## src/rtl/des_round_engine_if.sv

```systemverilog
// Request/result bundle between a DES round engine and its controller.
interface des_round_engine_if;
   logic        start;
   logic        decrypt;
   logic [63:0] key_in;
   logic [63:0] data_in;
   logic        busy;
   logic        done;
   logic [63:0] data_out;

   modport master (output start, decrypt, key_in, data_in, input busy, done, data_out);
   modport slave  (input start, decrypt, key_in, data_in, output busy, done, data_out);
endinterface

```

## src/rtl/des_round_engine.sv

```systemverilog
// Iterative DES engine: one Feistel round per clock, encrypt or decrypt.
// Holds the key schedule and the round function Eff internally.
//
// state | meaning
// IDLE  | waiting for start; all datapath state held
// ROUND | executing round 1..16
// OUT   | final swap + FP into data_out, pulse done
module des_round_engine (
   input  logic              clk,
   input  logic              rst_n,
   des_round_engine_if.slave bus
);
   typedef enum logic [1:0] {IDLE, ROUND, OUT} state_t;

   // Tables hold 1-based DES bit numbers, DES bit 1 being the MSB.
   localparam int IP_T [64] = '{
      58, 50, 42, 34, 26, 18, 10, 2, 60, 52, 44, 36, 28, 20, 12, 4,
      62, 54, 46, 38, 30, 22, 14, 6, 64, 56, 48, 40, 32, 24, 16, 8,
      57, 49, 41, 33, 25, 17,  9, 1, 59, 51, 43, 35, 27, 19, 11, 3,
      61, 53, 45, 37, 29, 21, 13, 5, 63, 55, 47, 39, 31, 23, 15, 7};
   localparam int FP_T [64] = '{
      40, 8, 48, 16, 56, 24, 64, 32, 39, 7, 47, 15, 55, 23, 63, 31,
      38, 6, 46, 14, 54, 22, 62, 30, 37, 5, 45, 13, 53, 21, 61, 29,
      36, 4, 44, 12, 52, 20, 60, 28, 35, 3, 43, 11, 51, 19, 59, 27,
      34, 2, 42, 10, 50, 18, 58, 26, 33, 1, 41,  9, 49, 17, 57, 25};
   localparam int PC1_T [56] = '{
      57, 49, 41, 33, 25, 17,  9,  1, 58, 50, 42, 34, 26, 18,
      10,  2, 59, 51, 43, 35, 27, 19, 11,  3, 60, 52, 44, 36,
      63, 55, 47, 39, 31, 23, 15,  7, 62, 54, 46, 38, 30, 22,
      14,  6, 61, 53, 45, 37, 29, 21, 13,  5, 28, 20, 12,  4};
   localparam int PC2_T [48] = '{
      14, 17, 11, 24,  1,  5,  3, 28, 15,  6, 21, 10,
      23, 19, 12,  4, 26,  8, 16,  7, 27, 20, 13,  2,
      41, 52, 31, 37, 47, 55, 30, 40, 51, 45, 33, 48,
      44, 49, 39, 56, 34, 53, 46, 42, 50, 36, 29, 32};
   localparam int E_T [48] = '{
      32,  1,  2,  3,  4,  5,  4,  5,  6,  7,  8,  9,
       8,  9, 10, 11, 12, 13, 12, 13, 14, 15, 16, 17,
      16, 17, 18, 19, 20, 21, 20, 21, 22, 23, 24, 25,
      24, 25, 26, 27, 28, 29, 28, 29, 30, 31, 32,  1};
   localparam int P_T [32] = '{
      16,  7, 20, 21, 29, 12, 28, 17,  1, 15, 23, 26,  5, 18, 31, 10,
       2,  8, 24, 14, 32, 27,  3,  9, 19, 13, 30,  6, 22, 11,  4, 25};
   // Each S-box is 64 nibbles indexed {row, col}, entry 0 in the top nibble.
   localparam logic [255:0] SBOX [8] = '{
      256'hE4D12FB83A6C5907_0F74E2D1A6CB9538_41E8D62BFC973A50_FC8249175B3EA06D,
      256'hF18E6B34972DC05A_3D47F28EC01A69B5_0E7BA4D158C6932F_D8A13F42B67C05E9,
      256'hA09E63F51DC7B428_D709346A285ECBF1_D6498F30B12C5AE7_1AD069874FE3B52C,
      256'h7DE3069A1285BC4F_D8B56F03472C1AE9_A690CB7DF13E5284_3F06A1D8945BC72E,
      256'h2C417AB6853FD0E9_EB2C47D150FA3986_421BAD78F9C5630E_B8C71E2D6F09A453,
      256'hC1AF92680D34E75B_AF427C9561DE0B38_9EF528C3704A1DB6_432C95FABE17608D,
      256'h4B2EF08D3C975A61_D0B7491AE35C2F86_14BDC37EAF680592_6BD814A7950FE23C,
      256'hD2846FB1A93E50C7_1FD8A374C56B0E92_7B419CE206ADF358_21E74A8DFC90356B};

   function automatic logic [63:0] perm_ip(input logic [63:0] x);
      logic [63:0] y;
      for (int k = 0; k < 64; k++) y[63-k] = x[64-IP_T[k]];
      return y;
   endfunction

   function automatic logic [63:0] perm_fp(input logic [63:0] x);
      logic [63:0] y;
      for (int k = 0; k < 64; k++) y[63-k] = x[64-FP_T[k]];
      return y;
   endfunction

   function automatic logic [55:0] perm_pc1(input logic [63:0] x);
      logic [55:0] y;
      for (int k = 0; k < 56; k++) y[55-k] = x[64-PC1_T[k]];
      return y;
   endfunction

   function automatic logic [47:0] perm_pc2(input logic [55:0] x);
      logic [47:0] y;
      for (int k = 0; k < 48; k++) y[47-k] = x[56-PC2_T[k]];
      return y;
   endfunction

   function automatic logic [31:0] eff(input logic [31:0] f_reg_in, input logic [47:0] key);
      logic [47:0] x;
      logic [31:0] s;
      logic [31:0] y;
      logic [5:0]  six;
      int          idx;
      for (int k = 0; k < 48; k++) x[47-k] = f_reg_in[32-E_T[k]];
      x = x ^ key;
      for (int b = 0; b < 8; b++) begin
         six = x[47-6*b -: 6];
         idx = {26'd0, six[5], six[0], six[4:1]};
         s[31-4*b -: 4] = SBOX[b][255-4*idx -: 4];
      end
      for (int k = 0; k < 32; k++) y[31-k] = s[32-P_T[k]];
      return y;
   endfunction

   function automatic logic [1:0] shift_amt(input logic [4:0] i);
      return (i == 5'd1 || i == 5'd2 || i == 5'd9 || i == 5'd16) ? 2'd1 : 2'd2;
   endfunction

   function automatic logic [27:0] rotl28(input logic [27:0] v, input logic [1:0] sh);
      return (sh == 2'd1) ? {v[26:0], v[27]} : {v[25:0], v[27:26]};
   endfunction

   function automatic logic [27:0] rotr28(input logic [27:0] v, input logic [1:0] sh);
      return (sh == 2'd1) ? {v[0], v[27:1]} : {v[1:0], v[27:2]};
   endfunction

   state_t      state;
   logic [31:0] l_half, r_half;
   logic [27:0] c_half, d_half;
   logic [4:0]  round;
   logic        mode;

   logic [1:0]  sh;
   logic [27:0] c_next, d_next;
   logic [47:0] subkey;
   logic [31:0] f_out;

   // Decrypt reads the schedule backwards: use the unshifted key, then undo this round's shift.
   always_comb begin
      sh = shift_amt(mode ? 5'd17 - round : round);
      c_next = rotl28(c_half, sh);
      d_next = rotl28(d_half, sh);
      subkey = perm_pc2({c_next, d_next});
      if (mode) begin
         c_next = rotr28(c_half, sh);
         d_next = rotr28(d_half, sh);
         subkey = perm_pc2({c_half, d_half});
      end
      f_out = eff(r_half, subkey);
   end

   always_ff @(posedge clk or negedge rst_n) begin
      if (!rst_n) begin
         state        <= IDLE;
         l_half       <= '0;
         r_half       <= '0;
         c_half       <= '0;
         d_half       <= '0;
         round        <= '0;
         mode         <= 1'b0;
         bus.busy     <= 1'b0;
         bus.done     <= 1'b0;
         bus.data_out <= '0;
      end else begin
         bus.done <= 1'b0;
         case (state)
            IDLE: begin
               if (bus.start) begin
                  {l_half, r_half} <= perm_ip(bus.data_in);
                  {c_half, d_half} <= perm_pc1(bus.key_in);
                  mode     <= bus.decrypt;
                  round    <= 5'd1;
                  bus.busy <= 1'b1;
                  state    <= ROUND;
               end
            end
            ROUND: begin
               if (round == 5'd0 || round > 5'd16) begin
                  bus.busy <= 1'b0;
                  state    <= IDLE;
               end else begin
                  l_half <= r_half;
                  r_half <= l_half ^ f_out;
                  c_half <= c_next;
                  d_half <= d_next;
                  if (round == 5'd16) state <= OUT;
                  else                round <= round + 5'd1;
               end
            end
            OUT: begin
               bus.data_out <= perm_fp({r_half, l_half});
               bus.done     <= 1'b1;
               bus.busy     <= 1'b0;
               state        <= IDLE;
            end
            default: state <= IDLE;
         endcase
      end
   end
endmodule

```

## src/flat_wrapper.sv

```systemverilog
// flat-port wrapper written by rule: the top's interface ports become plain ports
module des_round_engine_flat 
  (clk, rst_n, bus_start, bus_decrypt, bus_key_in, bus_data_in, bus_busy, bus_done, bus_data_out);
  des_round_engine_if bus_i ();
  input  logic clk;
  input  logic rst_n;
  input wire logic [$bits(bus_i.start)-1:0] bus_start;
  input wire logic [$bits(bus_i.decrypt)-1:0] bus_decrypt;
  input wire logic [$bits(bus_i.key_in)-1:0] bus_key_in;
  input wire logic [$bits(bus_i.data_in)-1:0] bus_data_in;
  output wire logic [$bits(bus_i.busy)-1:0] bus_busy;
  output wire logic [$bits(bus_i.done)-1:0] bus_done;
  output wire logic [$bits(bus_i.data_out)-1:0] bus_data_out;
  assign bus_i.start = bus_start;
  assign bus_i.decrypt = bus_decrypt;
  assign bus_i.key_in = bus_key_in;
  assign bus_i.data_in = bus_data_in;
  assign bus_busy = bus_i.busy;
  assign bus_done = bus_i.done;
  assign bus_data_out = bus_i.data_out;
  des_round_engine u_core (.clk(clk), .rst_n(rst_n), .bus(bus_i));
endmodule
```

## config.mk

```make
export PLATFORM = sky130hd
export DESIGN_NAME = des_round_engine_flat
export DESIGN_NICKNAME = d
export VERILOG_FILES = /design/src/rtl/des_round_engine_if.sv /design/src/rtl/des_round_engine.sv /design/src/flat_wrapper.sv
export SDC_FILE = /design/constraint.sdc
export NUM_CORES = 1
export LEC_CHECK = 0
export CAP_MARGIN = 20
export CORE_UTILIZATION = 55
export CTS_CLUSTER_DIAMETER = 120
export DETAILED_ROUTE_END_ITERATION = 6
export DONT_BUFFER_PORTS = 1
export PLACE_DENSITY = 0.82
export SYNTH_ARGS = -nofsm -noshare
export SYNTH_HDL_FRONTEND = slang
export SYNTH_SLANG_ARGS = --single-unit
```

## constraint.sdc

```tcl
create_clock -name clk -period 9.5 [get_ports clk]
set_clock_uncertainty 0.15 [all_clocks]
set_input_delay 0.95 -clock clk [delete_from_list [all_inputs] [get_ports clk]]
set_output_delay 0.95 -clock clk [all_outputs]
set_load 0.02 [all_outputs]
```

==> qor.txt <==
Final setup viols: 0
RSZ-0062 raised after global routing: false
worst-path maximum fanout: 86
post-CTS sizing: 0
Syn Inst Count: 1852
first-pass GRT wire length: 78440 um
min Tclk post-route: 6347 ps
Post-CTS Setup Repair Bufs: 0
WL final: 50460 um
P&R area growth vs syn: 3.743%
DRC viols: 0
Die Area: 0.03084 sq mm
#FFs+latches synth: 194
post-DR vias/cell: 6.910
hold_buf cts: 0
commonest cells after routing, fill and taps aside: 195 x nor2_1, 193 x dfrtp_1, 159 x nand2_1, 89 x o21ai_0, 76 x mux2_2
Max Fclk: 0.1576 GHz
Syn Nets: 2055
ys flop type: dfrtp_1
Routed WL per cell: 23.44 um
H-tree levels: 4
fin crit share: 66.81%
Post-synth EDFFs: 0
IO Count: 198
Nets: 1951
remaining antenna violation count: 0
vias in the first global route: 13810
Num CTS Buffers: 17
GP Congestion: 0.9561
antenna violations before repair: 1
Slew HR: 24.76%
Synth Cell Area: 0.01658 sq mm
status: finished, final reports clean
post-DP HPWL: 34160 um
input/output buffers: 0
Yosys cell types: 102
Slew Limit Fails: 0
worst-case reg-to-reg path depth: 15
post-synthesis sequential area ratio: 29.28%
layout cells sized above 1: 14.59%
total grt overflow: 0
Arr. time, crit path: 6500 ps
Worst-path clk slew: 80 ps
first-pass iteration count of the detailed router: 6
FFs w/ async S/R, synth: 100.0%
Hold Vio Cnt, Final: 0
gr usage total: 32.37%
most common cell after layout, fill and taps aside: nor2_1
starting density of the core: 55.94%
Inst Count DP: 2116
die width: 175.6 um
clock buffer depth: 2
Setup CP Type: reg2reg
Die Ht: 175.6 um
Worst setup SP type: flop
total number of vias: 14880
# rows: 63
largest net degree at the start of global routing: 195
WP data required: 9660 ps
Clock Sinks: 194
YS warnings: 0
Worst-Skew Late Latency: 470 ps
CTS tree: yes
total negative slack: 0 ps
Fillers: 2573
Max-cap violations: 0
Layout Cells excl Fill: 2153
initial drt markers: 1860
Synth Area per Inst: 8.952 sq um
CORE AREA: 0.02964 sq mm
Root Driver: clkbuf_16
Slew @ Worst Pin: 1129 ps
worst min path class: in2async
Crit. End Element: flop
registers in the layout, summed over array words and instances (netlist names):
signal,flops
u_core.bus.busy,1
u_core.bus.data_out,64
u_core.bus.done,1
u_core.c_half,28
u_core.d_half,28
u_core.l_half,32
u_core.mode,1
u_core.r_half,32
u_core.round,5
u_core.state,2
metal layers:
layer	track usage (%)	wire, um	vias to the layer above
met4	13.33	1718	0
li1	-	-	6680
met3	8.333	5204	101
met5	0	0	-
met2	49.80	23100	828
met1	43.20	20450	7268
through the flow:
stage	setup slack (ps)	hold WS [ps]	area [sq um]	utilization [%]
6_report	3153	23.55	17200	58.03
5_1_grt	2881	2.000	17200	58.02
4_1_cts	3315	10.07	17170	57.94
3_5_place_dp	3372	360.2	16560	55.88
3_3_place_gp	3448	346.1	16550	55.86
2_1_floorplan	4683	321.7	16580	-
critical path: stages, from the launching register on:
cell and delay, ps:
dfrtp_4 1020, xor2_1 280, o221ai_4 230, nor3_4 760, buf_4 430, o31ai_1 160
a2bb2oi_1 290, xor2_1 740, inv_2 210, ha_1 330, or3_1 380, a21oi_1 150
nor3_1 70, nor4_1 680, xor2_1 190, o21ai_1 70
worst paths after layout:
path | endpoint | slack (ps) | from
max in group asynchronous | u_core.r_half[3] | 8850 | rst_n
max | u_core.r_half[27] | 3150 | u_core.mode
min in group clk | u_core.d_half[4] | 380 | u_core.d_half[4]
min | u_core.bus.busy | 20 | rst_n
max reg2reg | u_core.r_half[27] | 3150 | u_core.mode
min reg2reg | u_core.d_half[4] | 380 | u_core.d_half[4]
final cells by class:
type / count / area, sq um / area share (%)
Tap cell: 390 / 488.0 / 2.837
Multi-Input combinational cell: 1456 / 10840 / 63.03
Antenna cell: 2 / 5.005 / 0.02910
Sequential cell: 194 / 4858 / 28.25
Timing Repair Buffer: 27 / 202.7 / 1.179
Inverter: 52 / 195.2 / 1.135
Clock inverter: 13 / 156.4 / 0.9094
Clock buffer: 19 / 452.9 / 2.633
kinds of logic (layout without fill, tap and decap cells):
family,count (synthesis),after routing,share of synthesized area [%]
other cells,0,2,0
mux,157,157,11.57
fa+ha+maj,71,71,5.358
simple gates,544,544,14.95
buf+inv,202,111,5.562
xor+xnor,128,128,8.641
compound gates,556,556,24.63
flops,194,194,29.28
Yosys cell counts (43+ instances only):
cell type	number	share of area (%)
nor3_1	47	1.4
mux2i_1	60	3.6
inv_1	44	1.0
xnor2_1	58	3.1
mux2_2	76	5.2
nand2_1	159	3.6
o22ai_1	46	1.7
ha_1	71	5.4
a21oi_1	45	1.4
a31oi_1	52	2.0
clkbuf_1	71	1.6
dfrtp_1	194	29
nor2_1	197	4.5
o21ai_0	89	2.7
a22oi_1	44	2.0
o31ai_1	43	1.9
Power is not shown: default switching activity piles up to over one toggle a cycle in this logic, so the estimate is an artifact.
